[config.mk]
export PLATFORM = sky130hd
export DESIGN_NAME = adc_capture_ctrl
export DESIGN_NICKNAME = d
export VERILOG_FILES = /design/src/rtl/adc_ctrl_pkg.sv /design/src/rtl/trig_sync_edge.sv /design/src/rtl/adc_capture_ctrl.sv
export SDC_FILE = /design/constraint.sdc
export NUM_CORES = 1
export LEC_CHECK = 0
export ABC_AREA = 1
export BUFFER_PORTS_ARGS = -buffer_cell sky130_fd_sc_hd__buf_2
export CAP_MARGIN = 0
export CORE_AREA = 2 2 103 105
export CTS_BUF_LIST = sky130_fd_sc_hd__clkbuf_8
export DETAILED_ROUTE_END_ITERATION = 16
export DIE_AREA = 0 0 105 107
export MAX_ROUTING_LAYER = met4
export SYNTH_ARGS = -nofsm -noshare
export SYNTH_HDL_FRONTEND = slang
export SYNTH_SLANG_ARGS = --single-unit
[constraint.sdc]
create_clock -name clk -period 2.05 [get_ports clk]
set_input_delay 0.1025 -clock clk [delete_from_list [all_inputs] [get_ports clk]]
set_output_delay 0.1025 -clock clk [all_outputs]
set_load 0.01 [all_outputs]
[src/rtl/adc_ctrl_pkg.sv]
// Shared types for the AD9228 capture sequencer: FSM state encoding and
// trigger-source selection codes.
package adc_ctrl_pkg;

   typedef enum logic [2:0] {
      ST_IDLE     = 3'd0,
      ST_FIFO_RST = 3'd1,
      ST_SETTLE   = 3'd2,
      ST_ARMED    = 3'd3,
      ST_CAPTURE  = 3'd4,
      ST_DONE     = 3'd5
   } capture_state_e;

   localparam logic [1:0] TRIG_SW  = 2'd0;
   localparam logic [1:0] TRIG_EXT = 2'd1;
   localparam logic [1:0] TRIG_ANY = 2'd2;
   localparam logic [1:0] TRIG_IMM = 2'd3;

   // Immediate mode qualifies on every cycle, so ARMED is left on its first cycle.
   function automatic logic trig_qualify(input logic [1:0] sel,
                                         input logic       sw,
                                         input logic       ext);
      logic ok;
      case (sel)
         TRIG_SW:  ok = sw;
         TRIG_EXT: ok = ext;
         TRIG_ANY: ok = sw | ext;
         default:  ok = 1'b1;
      endcase
      return ok;
   endfunction

endpackage

[src/rtl/trig_sync_edge.sv]
// Brings the asynchronous external trigger into clk and emits a registered
// one-cycle pulse on its rising edge (three cycles from input to pulse).
module trig_sync_edge (
   input  logic clk,
   input  logic rst,
   input  logic async_in,
   output logic pulse
);

   logic meta;
   logic sync;
   logic sync_d;

   always_ff @(posedge clk or posedge rst) begin
      if (rst) begin
         meta   <= 1'b0;
         sync   <= 1'b0;
         sync_d <= 1'b0;
         pulse  <= 1'b0;
      end else begin
         meta   <= async_in;
         sync   <= meta;
         sync_d <= sync;
         pulse  <= sync & ~sync_d;
      end
   end

endmodule

[src/rtl/adc_capture_ctrl.sv]
// Capture sequencer for a bank of AD9228 channel readers: FIFO reset, settle,
// trigger wait, then a counted burst of the shared FIFO write enable.
module adc_capture_ctrl
   import adc_ctrl_pkg::*;
#(
   parameter int NUM_CH          = 4,
   parameter int CNT_WIDTH       = 16,
   parameter int FIFO_RST_CYCLES = 8,
   parameter int SETTLE_CYCLES   = 32
) (
   input  logic                 clk,
   input  logic                 rst,
   input  logic                 arm,
   input  logic                 abort,
   input  logic                 sw_trig,
   input  logic                 ext_trig,
   input  logic [1:0]           trig_sel,
   input  logic [CNT_WIDTH-1:0] capture_len,
   input  logic [NUM_CH-1:0]    fifo_full,
   output logic                 read_en,
   output logic                 fifo_rstn,
   output logic                 busy,
   output logic                 done,
   output logic                 overflow,
   output logic [2:0]           state_o,
   output logic [CNT_WIDTH-1:0] sample_count
);

   localparam int TMR_MAX = (FIFO_RST_CYCLES > SETTLE_CYCLES) ? FIFO_RST_CYCLES : SETTLE_CYCLES;
   localparam int TMR_W   = $clog2(TMR_MAX + 1);
   localparam logic [TMR_W-1:0]     RST_LAST    = TMR_W'(FIFO_RST_CYCLES - 1);
   localparam logic [TMR_W-1:0]     SETTLE_LAST = TMR_W'(SETTLE_CYCLES - 1);
   localparam logic [TMR_W-1:0]     TMR_SAT     = '1;
   localparam logic [CNT_WIDTH-1:0] CNT_SAT     = '1;
   localparam logic [CNT_WIDTH-1:0] CNT_ONE     = CNT_WIDTH'(1);

   capture_state_e       state;
   capture_state_e       next_state;
   logic [TMR_W-1:0]     tmr;
   logic [CNT_WIDTH-1:0] len_q;
   logic                 ext_pulse;
   logic                 trig_ok;
   logic                 any_full;
   logic                 last_sample;
   logic                 arm_take;
   logic                 read_en_d;
   logic                 fifo_rstn_d;
   logic                 busy_d;
   logic                 done_d;

   trig_sync_edge u_trig_sync (
      .clk      (clk),
      .rst      (rst),
      .async_in (ext_trig),
      .pulse    (ext_pulse)
   );

   assign trig_ok     = trig_qualify(trig_sel, sw_trig, ext_pulse);
   assign any_full    = |fifo_full;
   // Stop after this write so exactly len_q cycles carry read_en.
   assign last_sample = (sample_count == (len_q - CNT_ONE));
   assign arm_take    = ((state == ST_IDLE) || (state == ST_DONE)) && arm && !abort;
   assign state_o     = state;

   always_ff @(posedge clk or posedge rst) begin
      if (rst) begin
         state <= ST_IDLE;
      end else begin
         state <= next_state;
      end
   end

   always_comb begin
      next_state = state;
      if (abort) begin
         next_state = ST_IDLE;
      end else begin
         case (state)
            ST_IDLE, ST_DONE: begin
               if (arm) next_state = ST_FIFO_RST;
            end
            ST_FIFO_RST: begin
               if (tmr == RST_LAST) next_state = ST_SETTLE;
            end
            ST_SETTLE: begin
               if (tmr == SETTLE_LAST) next_state = ST_ARMED;
            end
            ST_ARMED: begin
               if (trig_ok) next_state = (len_q == '0) ? ST_DONE : ST_CAPTURE;
            end
            ST_CAPTURE: begin
               if (any_full || last_sample) next_state = ST_DONE;
            end
            default: next_state = ST_IDLE;
         endcase
      end
   end

   // Outputs are decoded from next_state and registered alongside it.
   always_comb begin
      read_en_d   = (next_state == ST_CAPTURE);
      fifo_rstn_d = (next_state != ST_FIFO_RST);
      busy_d      = (next_state != ST_IDLE) && (next_state != ST_DONE);
      done_d      = (next_state == ST_DONE);
   end

   always_ff @(posedge clk or posedge rst) begin
      if (rst) begin
         read_en   <= 1'b0;
         fifo_rstn <= 1'b1;
         busy      <= 1'b0;
         done      <= 1'b0;
      end else begin
         read_en   <= read_en_d;
         fifo_rstn <= fifo_rstn_d;
         busy      <= busy_d;
         done      <= done_d;
      end
   end

   always_ff @(posedge clk or posedge rst) begin
      if (rst) begin
         tmr <= '0;
      end else if (next_state != state) begin
         tmr <= '0;
      end else if (tmr != TMR_SAT) begin
         tmr <= tmr + TMR_W'(1);
      end
   end

   always_ff @(posedge clk or posedge rst) begin
      if (rst) begin
         len_q        <= '0;
         sample_count <= '0;
         overflow     <= 1'b0;
      end else if (arm_take) begin
         len_q        <= capture_len;
         sample_count <= '0;
         overflow     <= 1'b0;
      end else begin
         if (read_en && (sample_count != CNT_SAT)) sample_count <= sample_count + CNT_ONE;
         if (read_en && any_full) overflow <= 1'b1;
      end
   end

endmodule

# --- Yosys cells after proc, flatten, opt, wreduce, memory -nomap -nowiden ---
# Cells that the tools add are included.
totals:
  elab_cells: 68
  inputBits: 28
  reg_bits: 50
  out_inout_bits: 24
op_classes:
  n_reduce_logical: 17
  n_addsub: 3
  n_mux: 15
  n_eq_ne: 17
  bitwise: 3
op_table:
  columns: ["cell", "count"]
  rows:
  - ["$mux W16", 2]
  - ["$mux W3", 6]
  - ["$add A16 B1 Y16 const B", 1]
  - ["$eq A16 B16 Y1", 1]
  - ["$logic_not A16 Y1", 1]
  - ["$ne A16 B16 Y1 const B", 1]
  - ["$sub A16 B1 Y16 const B", 1]
  - ["$pmux W3 S5", 1]
  - ["$eq A3 B3 Y1 const B", 4]
  - ["$mux W6", 2]
  - ["$add A6 B1 Y6 const B", 1]
  - ["$eq A3 B2 Y1 const B", 2]
  - ["$eq A6 B3 Y1 const B", 1]
  - ["$eq A6 B5 Y1 const B", 1]
  - ["$ne A6 B6 Y1 const B", 1]
  - ["$reduce_bool A2 Y1", 3]
  - ["$logic_and A1 B1 Y1", 5]
  - ["$reduce_or A4 Y1", 1]
  - ["$eq A3 B1 Y1 const B", 1]
  - ["$logic_not A3 Y1", 1]
  - ["$mux W1", 3]
  - ["$ne A3 B1 Y1 const B", 1]
  - ["$ne A3 B3 Y1", 1]
  - ["$ne A3 B3 Y1 const B", 1]
  - ["other kinds (11)", 12]

# --- Depth between registers and ports, before layout ---
# Gate-level depths: netlist (run 1).
depth:
  ltp_word: 8
  ltp_mapped: 20
  ltp_nobuf: 20

# --- Hierarchy ---
# A second synthesis (run 1) with hierarchy kept.
hier_totals:
  cells_unflattened: 415
  area_unflattened_um2: 2950.3
modules_own_cells:
  columns: ["module", "area_per_inst_um2", "instances", "cells_each"]
  rows:
  - ["adc_capture_ctrl", 2836.5, 1, 408]
  - ["trig_sync_edge", 113.9, 1, 7]

# --- Worst setup path before layout (run 1) ---
# No wires, ideal clock.
synth_timing:
  kind: "reg-to-reg"
  from: "register len_q[0]"
  to: "register tmr[5]"
  synth_period_minus_slack_ns: 1.926
  arrival_ns: 1.801
  path_buffers: 0
  path_stages_with_launch: 18
  setup_ns: 0.125
  required_ns: 1.925
  path_slack_ns: 0.124
  path_cell_list: "dfrtp_1 -> inv_1 -> ha_1 -> nand2_1 -> nor2_4 -> nand3_2 -> inv_1 -> nand3b_1 -> nand2_1 -> inv_1 -> nor2_1 -> nand3_1 -> nand2_1 -> nand2_1 -> nand2_2 -> nand3_1 -> nand3_4 -> nor2_1"
synth_via:
  elab_chain_cells: 8
  word_cells_on_any_way: 12
  classes_between: "add/sub (1); eq/ne (2); mux (6); reduce/logical (3)"
synth_lines:
  columns: ["item", "line", "source"]
  rows:
  - ["from (decl)", "adc_capture_ctrl.sv:40", "logic [CNT_WIDTH-1:0] len_q;"]
  - ["from (signal assigned)", "adc_capture_ctrl.sv:137", "len_q <= capture_len;"]
  - ["$sub A16 B1 Y16", "adc_capture_ctrl.sv:61", "assign last_sample = (sample_count == (len_q - CNT_ONE));"]
  - ["$eq A16 B16 Y1", "adc_capture_ctrl.sv:61", null]
  - ["$logic_or A1 B1 Y1", "adc_capture_ctrl.sv:92", "if (any_full || last_sample) next_state = ST_DONE;"]
  - ["$mux W3", "adc_capture_ctrl.sv:92", null]
  - ["$pmux W3 S5 *", "adc_capture_ctrl.sv:78", "case (state)"]
  - ["$mux W3 *", "adc_capture_ctrl.sv:75", "if (abort) begin"]
  - ["$ne A3 B3 Y1 *", "adc_capture_ctrl.sv:124", "end else if (next_state != state) begin"]
  - ["$mux W6 or $reduce_bool A2 Y1 (tied branches)", null, null]
  - ["to (signal assigned)", "adc_capture_ctrl.sv:127", "tmr <= tmr + TMR_W'(1);"]
  - ["to (decl)", "adc_capture_ctrl.sv:39", "logic [TMR_W-1:0] tmr;"]
# Mark *: on every way between the ends. The rest lies on a longest branch, timed or not.
# A chain may end at the register's enable or synchronous reset.

# --- Final worst setup path (run 1) ---
layout_timing:
  from: "register len_q[2]"
  to: "register tmr[0]"
# The elaborated chain is that of the path after synthesis.

==> metrics.txt, run 1 <==
# TYPE chip_impl_metric gauge
chip_impl_metric{name="initial_utilization",unit="%"} 29.6
chip_impl_metric{name="hpwl",unit="um"} 6040
chip_impl_metric{name="timing.hold.ws",unit="ps"} -1.54
chip_impl_metric{name="synthesis.nets",unit=""} 450
chip_impl_info{name="postSynth.topFlopCell",value="sky130_fd_sc_hd__dfrtp_1"} 1
chip_impl_info{name="cts.root.buffer_cell",value="sky130_fd_sc_hd__clkbuf_8"} 1
chip_impl_metric{name="drc",unit=""} 0
chip_impl_metric{name="placedInstanceArea",unit="sq um"} 3610
chip_impl_metric{name="num_rows",unit=""} 37
chip_impl_metric{name="finalCritPeriodShare",unit="%"} 106
chip_impl_info{name="hold_path_startpoint",value="capture_len[7]"} 1
chip_impl_metric{name="synth.avg_cell_area",unit="sq um"} 7.14
chip_impl_info{name="yosysTopAreaCell",value="sky130_fd_sc_hd__dfrtp_1"} 1
chip_impl_metric{name="synth.cell_area",unit="sq um"} 2990
chip_impl_metric{name="diodes",unit=""} 0
chip_impl_metric{name="drt_first_pass_iters",unit=""} 4
chip_impl_info{name="yosysMostFrequentCell",value="sky130_fd_sc_hd__nand2_1"} 1
chip_impl_metric{name="die_width",unit="um"} 105
chip_impl_metric{name="maxCapViolations",unit=""} 0
chip_impl_metric{name="nNetsFinal",unit=""} 538
chip_impl_metric{name="pwr_density_cell",unit="nW/um^2"} 714
chip_impl_metric{name="clkSlewWorstSetupHoldPaths",unit="ps"} 100
chip_impl_metric{name="synth-edff-count",unit=""} 0
chip_impl_metric{name="cts.htree.levels",unit=""} 2
chip_impl_metric{name="cts-buffers-inserted",unit=""} 5
chip_impl_metric{name="number_of_drc_markers_in_iteration_0",unit=""} 109
chip_impl_metric{name="power.share.switching",unit="%"} 35.3
chip_impl_metric{name="dieHeight",unit="um"} 107
chip_impl_metric{name="p_seq_share",unit="%"} 43.5
chip_impl_metric{name="via_count",unit=""} 2951
chip_impl_metric{name="critPathArrivalTime",unit="ps"} 2420
chip_impl_metric{name="gr-usage-all-layers",unit="%"} 15.1
chip_impl_metric{name="grt_antenna_before_repair",unit=""} 0
chip_impl_metric{name="via_per_inst",unit=""} 4.58
chip_impl_metric{name="achievable-frequency",unit="MHz"} 461
chip_impl_metric{name="yosys_warnings",unit=""} 0
chip_impl_metric{name="grt_pass1_vias",unit=""} 2884
chip_impl_metric{name="setup_viol",unit=""} 7
chip_impl_metric{name="p_clk_share",unit="%"} 25.2
chip_impl_metric{name="grt_max_degree",unit=""} 36
chip_impl_info{name="crit_path_start",value="len_q[2]"} 1
chip_impl_metric{name="postSynthRegisterBits",unit=""} 50
chip_impl_metric{name="cp.required",unit="ps"} 2300
chip_impl_info{name="outcome",value="finished, violations left"} 1
chip_impl_info{name="synth.top_cells.by_count",value="116 x sky130_fd_sc_hd__nand2_1, 62 x sky130_fd_sc_hd__inv_1, 49 x sky130_fd_sc_hd__dfrtp_1"} 1
chip_impl_metric{name="drt.antenna.violating_nets",unit=""} 0
chip_impl_metric{name="max_slew.worst_pin.slew",unit="ps"} 635
chip_impl_metric{name="core-area",unit="sq um"} 10100
chip_impl_metric{name="globalplace.congestion",unit=""} 0.884
chip_impl_metric{name="timing.final.ws_setup",unit="ps"} -120
chip_impl_info{name="failed_checks",value="negative hold slack, negative setup slack"} 1
chip_impl_metric{name="synthDominantCellAreaShare",unit="%"} 41.0
chip_impl_metric{name="overflow",unit=""} 0
chip_impl_metric{name="synthCells",unit=""} 419
chip_impl_metric{name="route.detailed.wl_per_inst",unit="um"} 12.5
chip_impl_info{name="critPathKind",value="reg -> reg"} 1
chip_impl_info{name="hold_path_class",value="in -> reg"} 1
chip_impl_metric{name="yosysSeqAreaShare",unit="%"} 41.9
chip_impl_info{name="r2r-start",value="len_q[2]"} 1
chip_impl_info{name="endpoint_kind",value="flip-flop"} 1
chip_impl_metric{name="clock_sink_count",unit=""} 50
chip_impl_metric{name="clock-skew-final",unit="ps"} 5.44
chip_impl_metric{name="timing_max_transition_violations_final",unit=""} 0
chip_impl_metric{name="pwr-share-comb",unit="%"} 31.3
chip_impl_metric{name="port_buffers",unit=""} 51
chip_impl_metric{name="die_area",unit="sq um"} 11200
chip_impl_metric{name="ys_types",unit=""} 38
chip_impl_metric{name="ir_drop",unit="uV"} 314
chip_impl_metric{name="place_worst_setup_slack",unit="ps"} -130
chip_impl_metric{name="insertion_delay",unit="ps"} 310
chip_impl_metric{name="leakage",unit="nW"} 1.98
chip_impl_info{name="grt_setup_unrepaired",value="yes"} 1
chip_impl_info{name="yosys-top-cells-area",value="sky130_fd_sc_hd__dfrtp_1 41%, sky130_fd_sc_hd__nand2_1 15%, sky130_fd_sc_hd__inv_1 7.8%"} 1
chip_impl_metric{name="min_period",unit="ps"} 2170
chip_impl_metric{name="fillers",unit=""} 1115
chip_impl_metric{name="netSwitchingPower",unit="uW"} 994
chip_impl_metric{name="clock_tree.buffer_depth",unit=""} 2
chip_impl_metric{name="setup_total_negative_slack",unit="ps"} -761
chip_impl_metric{name="finalInstanceArea",unit="sq um"} 3950
chip_impl_metric{name="ios",unit=""} 52
chip_impl_metric{name="async_flop_share",unit="%"} 100
chip_impl_metric{name="worst-path-max-fanout",unit=""} 6
chip_impl_metric{name="routed_wirelength",unit="um"} 8040
chip_impl_metric{name="area_delta_synth_final",unit="%"} 32.0
chip_impl_metric{name="p_int",unit="mW"} 1.82
chip_impl_info{name="worst_setup_path_start_kind",value="flip-flop"} 1
chip_impl_metric{name="relSlewSlack",unit="%"} 57.6
chip_impl_metric{name="layout-drive-gt1-share",unit="%"} 28.5
chip_impl_metric{name="grt_pass1_wl",unit="um"} 13400
chip_impl_info{name="clock_tree_from_tritoncts",value="built"} 1
chip_impl_metric{name="timing.final.hold_violations",unit=""} 1
## logic make-up after synthesis
logic type	share of synthesized area, %
adder cells (fa/ha/maj)	1.26
XOR/XNOR	3.22
AO/OA/AOI/OAI	9.83
buffers and inverters	8.79
flip-flops	41.9
AND/OR/NAND/NOR	34.7
multiplexers	0.335
## layout make-up
class | instances | area (sq um) | area share (%)
Clock inverter | 3 | 42.5 | 1.08
Timing Repair Buffer | 85 | 551 | 14.0
Clock buffer | 5 | 68.8 | 1.74
Sequential cell | 50 | 1250 | 31.8
Multi-Input combinational cell | 299 | 1610 | 40.8
Tap cell | 136 | 170 | 4.31
Inverter | 66 | 248 | 6.28
## power by group through the flow
stage | combinational (mW) | sequential, mW | clock (mW)
after floorplan | 0.543 | 1.21 | 0
after CTS | 0.822 | 1.22 | 0.729
after global routing | 1.00 | 1.24 | 0.779
after global placement | 0.758 | 1.23 | 0
final | 0.881 | 1.23 | 0.709
after detailed placement | 0.775 | 1.23 | 0
## metrics by stage
stage	util, %	cells	total power [mW]
2_1_floorplan	-	419	1.75
3_3_place_gp	35.8	627	1.99
3_5_place_dp	35.8	627	2.01
4_1_cts	37.9	642	2.77
5_1_grt	39.1	644	3.03
6_report	39.1	644	2.82
## worst max-delay path: stages, from the launching register on
cell and delay, ps:
sky130_fd_sc_hd__dfrtp_1 440, sky130_fd_sc_hd__nor2_1 240, sky130_fd_sc_hd__nand2_4 90, sky130_fd_sc_hd__nor2_4 180, sky130_fd_sc_hd__nand3_4 100, sky130_fd_sc_hd__nand2_2 80, sky130_fd_sc_hd__nand2_2 50, sky130_fd_sc_hd__nor2_2 80
sky130_fd_sc_hd__nand2_1 60, sky130_fd_sc_hd__nor2_1 80, sky130_fd_sc_hd__nand3_1 100, sky130_fd_sc_hd__nand2_1 70, sky130_fd_sc_hd__nand2_1 50, sky130_fd_sc_hd__nand2_2 90, sky130_fd_sc_hd__nand2_4 80, sky130_fd_sc_hd__nand2_4 70
sky130_fd_sc_hd__nand3_4 130, sky130_fd_sc_hd__nor2_2 110
## per-layer routing
layer | global-route usage [%] | wire, um | up-vias
li1 | - | - | 1506
met1 | 19.0 | 3730 | 1366
met2 | 25.2 | 3860 | 65
met3 | 3.04 | 363 | 14
met4 | 3.52 | 82 | 0
met5 | - | 0 | -
## sequential cells by signal, indices dropped and copies added, names as in the netlist
signal              cells
len_q                  16
sample_count           16
tmr                     6
state_o                 3
busy                    1
done                    1
fifo_rstn               1
overflow                1
read_en                 1
u_trig_sync.meta        1
u_trig_sync.pulse       1
u_trig_sync.sync        1
u_trig_sync.sync_d      1
## placed cells by master, fill, tap and decap left out, types with 13 or more instances in the layout
master / instances
sky130_fd_sc_hd__nand2_1: 112
sky130_fd_sc_hd__buf_4: 26
sky130_fd_sc_hd__buf_2: 51
sky130_fd_sc_hd__inv_1: 57
sky130_fd_sc_hd__a21oi_1: 13
sky130_fd_sc_hd__nor2_2: 18
sky130_fd_sc_hd__o21ai_0: 24
sky130_fd_sc_hd__nand3_1: 28
sky130_fd_sc_hd__dfrtp_1: 47
sky130_fd_sc_hd__nor2_1: 32
## worst paths after layout
path / end / slack (ps) / depth (start not counted)
setup / recovery: tmr[0] / -120 / 17
hold / removal: len_q[7] / -2 / 3
setup reg to reg: tmr[0] / -120 / 17
hold reg to reg: u_trig_sync.sync / 360 / 0
max in group asynchronous: len_q[5] / 1070 / 4
min in group asynchronous: u_trig_sync.meta / 410 / 3
## what timing repair did
item | 4_1_cts | 5_1_grt
hold endpoints to repair | 31 | 0
hold buffers | 6 | 0
resized for setup | 11 | 32
setup buffers | 1 | 2
pin swaps | 7 | 11
setup endpoints to repair | 12 | 25
Power figures use the tool's default switching activity.
==> run 2, diff against run 1 <==
CORE_AREA = 2 2 79 138   (was 2 2 103 105)
DIE_AREA = 0 0 81 140   (was 0 0 105 107)
==> metrics.txt, run 2 (same netlist as run 1, synthesis figures left out) <==
# TYPE chip_impl_metric gauge
chip_impl_info{name="hold_path_end",value="len_q[8]"} 1
chip_impl_metric{name="ir_drop",unit="uV"} 355
chip_impl_metric{name="die_width",unit="um"} 81
chip_impl_metric{name="layout-drive-gt1-share",unit="%"} 26.0
chip_impl_metric{name="via_per_inst",unit=""} 4.77
chip_impl_metric{name="gr-usage-all-layers",unit="%"} 16.4
chip_impl_info{name="largest_registers",value="len_q x16, sample_count x16, tmr x6"} 1
chip_impl_metric{name="number_of_drc_markers_in_iteration_0",unit=""} 143
chip_impl_metric{name="overflow",unit=""} 0
chip_impl_metric{name="clock_sink_count",unit=""} 50
chip_impl_metric{name="relSlewSlack",unit="%"} 48.6
chip_impl_metric{name="use_met2",unit="%"} 30.9
chip_impl_metric{name="setup_total_negative_slack",unit="ps"} -650
chip_impl_info{name="layout.cells.most_common_list",value="115 x sky130_fd_sc_hd__nand2_1, 59 x sky130_fd_sc_hd__inv_1, 51 x sky130_fd_sc_hd__buf_2"} 1
chip_impl_metric{name="regToRegSetupSlack",unit="ps"} -90
chip_impl_metric{name="drc",unit=""} 0
chip_impl_info{name="clock_tree_from_tritoncts",value="built"} 1
chip_impl_metric{name="diodes",unit=""} 0
chip_impl_metric{name="finalCritPeriodShare",unit="%"} 105
chip_impl_metric{name="max_slew.worst_pin.slew",unit="ps"} 764
chip_impl_metric{name="drt.antenna.violating_nets",unit=""} 0
chip_impl_metric{name="timing.final.hold_violations",unit=""} 0
chip_impl_metric{name="clock_tree.buffer_depth",unit=""} 2
chip_impl_info{name="failed_checks",value="negative setup slack"} 1
chip_impl_metric{name="cp_slowest_stage_delay",unit="ps"} 380
chip_impl_info{name="critPathMostFrequentCell",value="sky130_fd_sc_hd__nand2_1"} 1
chip_impl_info{name="gr-max-usage-layer",value="met2"} 1
chip_impl_info{name="outcome",value="finished, violations left"} 1
chip_impl_metric{name="area_delta_synth_final",unit="%"} 28.8
chip_impl_metric{name="globalplace.congestion",unit=""} 0.896
chip_impl_metric{name="core-area",unit="sq um"} 10200
chip_impl_info{name="grt_setup_unrepaired",value="yes"} 1
chip_impl_metric{name="num_rows",unit=""} 49
chip_impl_info{name="critPathKind",value="reg -> reg"} 1
chip_impl_metric{name="setup_viol",unit=""} 8
chip_impl_metric{name="critical_path_buf_inv_count",unit=""} 2
chip_impl_metric{name="nNetsFinal",unit=""} 538
chip_impl_metric{name="timing_max_transition_violations_final",unit=""} 0
chip_impl_metric{name="cts-buffers-inserted",unit=""} 5
chip_impl_info{name="worstPathCellList",value="inv_2, ha_4, inv_2, nand2_2, nand2_1, nor2_1, nand2_1, nor2_2, nand2_1, nor2_1, nand2_1, nor2_1, nand3_1, nand2_1, nand2_1, nand2_2, nand3_1, nand3_4, nor2_1"} 1
chip_impl_metric{name="via_count",unit=""} 3025
chip_impl_metric{name="clkSlewWorstSetupHoldPaths",unit="ps"} 100
chip_impl_metric{name="grt_antenna_before_repair",unit=""} 0
chip_impl_info{name="hold_path_class",value="in -> reg"} 1
chip_impl_metric{name="cts.htree.levels",unit=""} 2
chip_impl_metric{name="achievable-frequency",unit="MHz"} 466
chip_impl_metric{name="dieHeight",unit="um"} 140
chip_impl_info{name="cts.root.buffer_cell",value="sky130_fd_sc_hd__clkbuf_8"} 1
chip_impl_metric{name="timing.hold.ws",unit="ps"} 6.26
chip_impl_metric{name="pwr_density_cell",unit="nW/um^2"} 685
chip_impl_metric{name="critPathArrivalTime",unit="ps"} 2340
chip_impl_info{name="critical_path.slowest_cell",value="sky130_fd_sc_hd__dfrtp_1"} 1
chip_impl_metric{name="hpwl",unit="um"} 6820
chip_impl_info{name="hold_path_startpoint",value="capture_len[8]"} 1
chip_impl_info{name="crit_family",value="simple AND/OR/NAND/NOR gates"} 1
chip_impl_metric{name="min_period",unit="ps"} 2140
chip_impl_metric{name="drt_first_pass_iters",unit=""} 4
chip_impl_metric{name="met1_usage",unit="%"} 15.7
chip_impl_metric{name="initial_utilization",unit="%"} 29.4
chip_impl_metric{name="route.detailed.wl_per_inst",unit="um"} 13.5
chip_impl_info{name="leading_cell_type_in_the_layout_fill_and_taps_excluded",value="sky130_fd_sc_hd__nand2_1"} 1
chip_impl_metric{name="die_area",unit="sq um"} 11300
chip_impl_info{name="regToRegEndpoint",value="tmr[0]"} 1
chip_impl_info{name="worst_setup_path_start_kind",value="flip-flop"} 1
chip_impl_metric{name="cp.required",unit="ps"} 2250
chip_impl_metric{name="port_buffers",unit=""} 51
chip_impl_metric{name="r2r_cells",unit=""} 19
chip_impl_metric{name="timing.final.ws_setup",unit="ps"} -94.4
chip_impl_metric{name="ios",unit=""} 52
chip_impl_metric{name="worstSetupPathDepth",unit=""} 19
chip_impl_info{name="crit_path_start",value="len_q[1]"} 1
chip_impl_metric{name="grt_pass1_vias",unit=""} 3069
chip_impl_metric{name="leakage",unit="nW"} 1.95
chip_impl_metric{name="maxCapViolations",unit=""} 0
chip_impl_metric{name="clock-skew-final",unit="ps"} 13.3
chip_impl_metric{name="grt_pass1_wl",unit="um"} 14000
chip_impl_metric{name="grt.met3_usage",unit="%"} 2.45
chip_impl_metric{name="whs_path_depth",unit=""} 3
chip_impl_info{name="endpoint_kind",value="flip-flop"} 1
chip_impl_metric{name="insertion_delay",unit="ps"} 310
chip_impl_metric{name="routed_wirelength",unit="um"} 8530
chip_impl_metric{name="worst-path-max-fanout",unit=""} 6
chip_impl_metric{name="grt_max_degree",unit=""} 30
chip_impl_info{name="r2r-start",value="len_q[1]"} 1
==> run 2: cell count changes in the layout (fill, tap and decap cells not counted), sizes merged <==
cell / delta
clkinv: -1
clkinvlp: +1
bufinv: -1
==> run 2: worst max-delay path by stage <==
stage,slack [ps],endpoint
3_5_place_dp,-140,busy
3_3_place_gp,-90,busy
4_1_cts,-100,tmr[2]
6_report,-90,tmr[0]
5_1_grt,-300,tmr[3]
2_1_floorplan,120,tmr[5]
==> run 2: timing repair <==
item,CTS,global route
pin swaps,3,6
setup buffers,1,1
setup endpoints to repair,10,23
hold buffers,6,0
resized for setup,8,19
hold endpoints to repair,26,0
==> run 2: per-layer routing <==
metal	up-vias	wire length (um)	share of wire (%)
met5	-	0	0
met4	0	299	3.5
met3	17	341	4.0
met2	80	4820	57
met1	1429	3070	36
li1	1499	-	-
==> run 2: power by group <==
| group | internal, mW | switching, mW |
|---|---|---|
| sequential | 1.10 | 0.113 |
| combinational | 0.353 | 0.525 |
| clock | 0.230 | 0.320 |
| total | 1.68 | 0.958 |
==> run 2: final cells by class <==
class | count | area (sq um)
inverters | 66 | 248
multi-input cells | 299 | 1570
flip-flops and latches | 50 | 1250
fillers | 1110 | 6320
clock inverters | 2 | 11.3
clock buffers | 5 | 68.8
well taps | 127 | 159
repair buffers | 85 | 538
==> run 2: worst min-delay path: stages <==
cell                      delay (ps)
sky130_fd_sc_hd__buf_2            80
sky130_fd_sc_hd__nand2_1          40
sky130_fd_sc_hd__o21ai_0          50
==> run 2: metrics by stage <==
step                power, mW  instance area, sq um  utilization [%]  instances  worst slack [ps]
finish                   2.64                  3850             37.9        634             -94.4
CTS                      2.65                  3780             37.1        633              -104
global placement         2.01                  3600             35.3        619             -85.4
floorplan                1.75                  2990                -        419               124
detailed placement       2.03                  3600             35.3        619              -135
global route             2.84                  3850             37.9        634              -298
==> run 3, diff against run 2 <==
SLEW_MARGIN = 40   (was unset)
clock period = 2.5 ns   (was 2.05 ns; I/O delays follow)
==> metrics.txt, run 3 (same netlist as run 1, synthesis figures left out) <==
# TYPE chip_impl_metric gauge
chip_impl_metric{name="dieHeight",unit="um"} 140
chip_impl_metric{name="core-area",unit="sq um"} 10200
chip_impl_metric{name="timing.final.hold_violations",unit=""} 0
chip_impl_metric{name="cts_setup_buffers",unit=""} 0
chip_impl_metric{name="min_period",unit="ps"} 2150
chip_impl_metric{name="regToRegSetupSlack",unit="ps"} 350
chip_impl_info{name="regToRegEndpoint",value="tmr[5]"} 1
chip_impl_info{name="hold_path_class",value="in -> reg"} 1
chip_impl_metric{name="cts.htree.levels",unit=""} 2
chip_impl_metric{name="overflow",unit=""} 0
chip_impl_metric{name="cp_slowest_stage_delay",unit="ps"} 400
chip_impl_info{name="outcome",value="finished clean"} 1
chip_impl_metric{name="fillers",unit=""} 1123
chip_impl_metric{name="grt_max_degree",unit=""} 36
chip_impl_metric{name="route.detailed.wl_per_inst",unit="um"} 13.1
chip_impl_metric{name="port_buffers",unit=""} 51
chip_impl_metric{name="hpwl",unit="um"} 6350
chip_impl_info{name="cts.root.buffer_cell",value="sky130_fd_sc_hd__clkbuf_8"} 1
chip_impl_metric{name="via_per_inst",unit=""} 4.67
chip_impl_info{name="endpoint_kind",value="flip-flop"} 1
chip_impl_metric{name="finalCritPeriodShare",unit="%"} 86.0
chip_impl_metric{name="diodes",unit=""} 0
chip_impl_metric{name="r2r_cells",unit=""} 17
chip_impl_metric{name="clock-skew-final",unit="ps"} 9.94
chip_impl_info{name="critical_path.slowest_cell",value="sky130_fd_sc_hd__dfrtp_1"} 1
chip_impl_info{name="layout.cells.most_common_list",value="116 x sky130_fd_sc_hd__nand2_1, 62 x sky130_fd_sc_hd__inv_1, 51 x sky130_fd_sc_hd__buf_2"} 1
chip_impl_info{name="critPathMostFrequentCell",value="sky130_fd_sc_hd__nand2_1"} 1
chip_impl_info{name="critPathKind",value="reg -> reg"} 1
chip_impl_metric{name="ir_drop",unit="uV"} 363
chip_impl_metric{name="clock_tree.buffer_depth",unit=""} 2
chip_impl_metric{name="gr-usage-all-layers",unit="%"} 15.5
chip_impl_metric{name="grt_antenna_before_repair",unit=""} 0
chip_impl_metric{name="die_width",unit="um"} 81
chip_impl_metric{name="globalplace.congestion",unit=""} 0.954
chip_impl_metric{name="layout-drive-gt1-share",unit="%"} 18.5
chip_impl_info{name="r2r-start",value="len_q[0]"} 1
chip_impl_info{name="worstPathCellList",value="inv_2, ha_2, nand2_1, nor2_4, nand3_2, inv_1, nand3b_1, nand2_1, inv_1, nor2_1, nand3_1, nand2_1, nand2_1, nand2_2, nand3_1, nand3_4, nor2_1"} 1
chip_impl_metric{name="die_area",unit="sq um"} 11300
chip_impl_metric{name="setup_total_negative_slack",unit="ps"} 0
chip_impl_metric{name="timing_max_transition_violations_final",unit=""} 0
chip_impl_info{name="crit_path_start",value="len_q[0]"} 1
chip_impl_metric{name="via_count",unit=""} 2836
chip_impl_metric{name="nNetsFinal",unit=""} 510
chip_impl_metric{name="grt_pass1_wl",unit="um"} 13400
chip_impl_metric{name="clkSlewWorstSetupHoldPaths",unit="ps"} 90
chip_impl_metric{name="drt_first_pass_iters",unit=""} 4
chip_impl_metric{name="num_rows",unit=""} 49
chip_impl_info{name="clock_tree_from_tritoncts",value="built"} 1
chip_impl_metric{name="maxCapViolations",unit=""} 0
chip_impl_metric{name="cp.required",unit="ps"} 2700
chip_impl_info{name="worst_setup_path_start_kind",value="flip-flop"} 1
chip_impl_metric{name="area_delta_synth_final",unit="%"} 18.7
chip_impl_metric{name="place_worst_setup_slack",unit="ps"} 295
chip_impl_info{name="largest_registers",value="len_q x16, sample_count x16, tmr x6"} 1
chip_impl_info{name="grt_setup_unrepaired",value="no"} 1
chip_impl_metric{name="grt_pass1_vias",unit=""} 2942
chip_impl_metric{name="ios",unit=""} 52
chip_impl_metric{name="drc",unit=""} 0
chip_impl_metric{name="clock_sink_count",unit=""} 50
chip_impl_metric{name="relSlewSlack",unit="%"} 55.8
chip_impl_info{name="leading_cell_type_in_the_layout_fill_and_taps_excluded",value="sky130_fd_sc_hd__nand2_1"} 1
chip_impl_info{name="cp-endpoint",value="tmr[5]"} 1
chip_impl_metric{name="design_power_total",unit="mW"} 2.15
chip_impl_metric{name="insertion_delay",unit="ps"} 320
chip_impl_metric{name="number_of_drc_markers_in_iteration_0",unit=""} 157
chip_impl_metric{name="leakage",unit="nW"} 1.82
chip_impl_metric{name="pwr_density_cell",unit="nW/um^2"} 606
chip_impl_metric{name="cts-buffers-inserted",unit=""} 5
chip_impl_metric{name="routed_wirelength",unit="um"} 7950
chip_impl_metric{name="worst-path-max-fanout",unit=""} 6
chip_impl_metric{name="critPathArrivalTime",unit="ps"} 2350
chip_impl_metric{name="setup_viol",unit=""} 0
chip_impl_metric{name="initial_utilization",unit="%"} 29.4
chip_impl_metric{name="timing.final.ws_setup",unit="ps"} 349
chip_impl_metric{name="drt.antenna.violating_nets",unit=""} 0
chip_impl_metric{name="max_slew.worst_pin.slew",unit="ps"} 662
chip_impl_metric{name="achievable-frequency",unit="MHz"} 465
==> run 3: cell types whose count changed in the layout (fill, tap and decap cells not counted), sizes merged <==
cell,before,now
buf,79,55
dlygate4sd3,6,2
clkinvlp,1,0
bufinv,0,1
inv,66,67
==> run 3: timing repair <==
item,CTS,global route
hold buffers,2,0
endpoints found under the hold margin,28,0
setup endpoints to repair,0,6
gates resized for setup,0,2
==> run 3: how the worst min path moves through the flow <==
stage	startpoint	endpoint	slack (ps)	cells past startpoint
floorplan	ext_trig	u_trig_sync.meta	160	0
global placement	ext_trig	u_trig_sync.meta	240	1
detailed placement	ext_trig	u_trig_sync.meta	230	1
CTS	capture_len[13]	len_q[13]	10	3
global route	capture_len[1]	len_q[1]	20	3
finish	capture_len[10]	len_q[10]	9	3
==> run 3: worst max-delay path, delay by kind of cell (launching register included) <==
kind,cells,cell delay [ps]
adder cells (fa/ha/maj),1,220
AND/OR/NAND/NOR,13,1200
flip-flops,1,400
buffers and inverters,3,230
==> run 3: per-layer routing <==
metal  wire, um  GRT usage (%)  share of wire (%)  up-vias
met5          0              -                  0        -
li1           -              -                  -     1445
met2       4500           29.6                 57       57
met4        210           6.07                2.6        0
met1       2960           15.1                 37     1318
met3        268           2.06                3.4       16
==> run 3: layout make-up <==
class / count / area, sq um / area share (%)
multi-input cells: 299 / 1480 / 41.6
flip-flops and latches: 50 / 1250 / 35.3
repair buffers: 57 / 305 / 8.60
inverters: 66 / 248 / 6.98
well taps: 127 / 159 / 4.48
clock buffers: 5 / 68.8 / 1.94
clock inverters: 3 / 37.5 / 1.06
==> run 3: power by group <==
group	total [mW]	switching (mW)	internal, mW	leakage [nW]
registers	1.00	0.101	0.901	0.655
clock network	0.561	0.269	0.292	0.0607
logic	0.589	0.370	0.219	1.10
==> run 3: through the flow <==
step,utilization [%],cells,area (sq um),hold WS [ps]
after floorplan,-,419,2990,156
after global placement,33.6,597,3420,235
after detailed placement,33.6,597,3420,234
after CTS,34.8,607,3550,11.0
after global routing,34.9,607,3550,18.5
final,34.9,607,3550,9.09
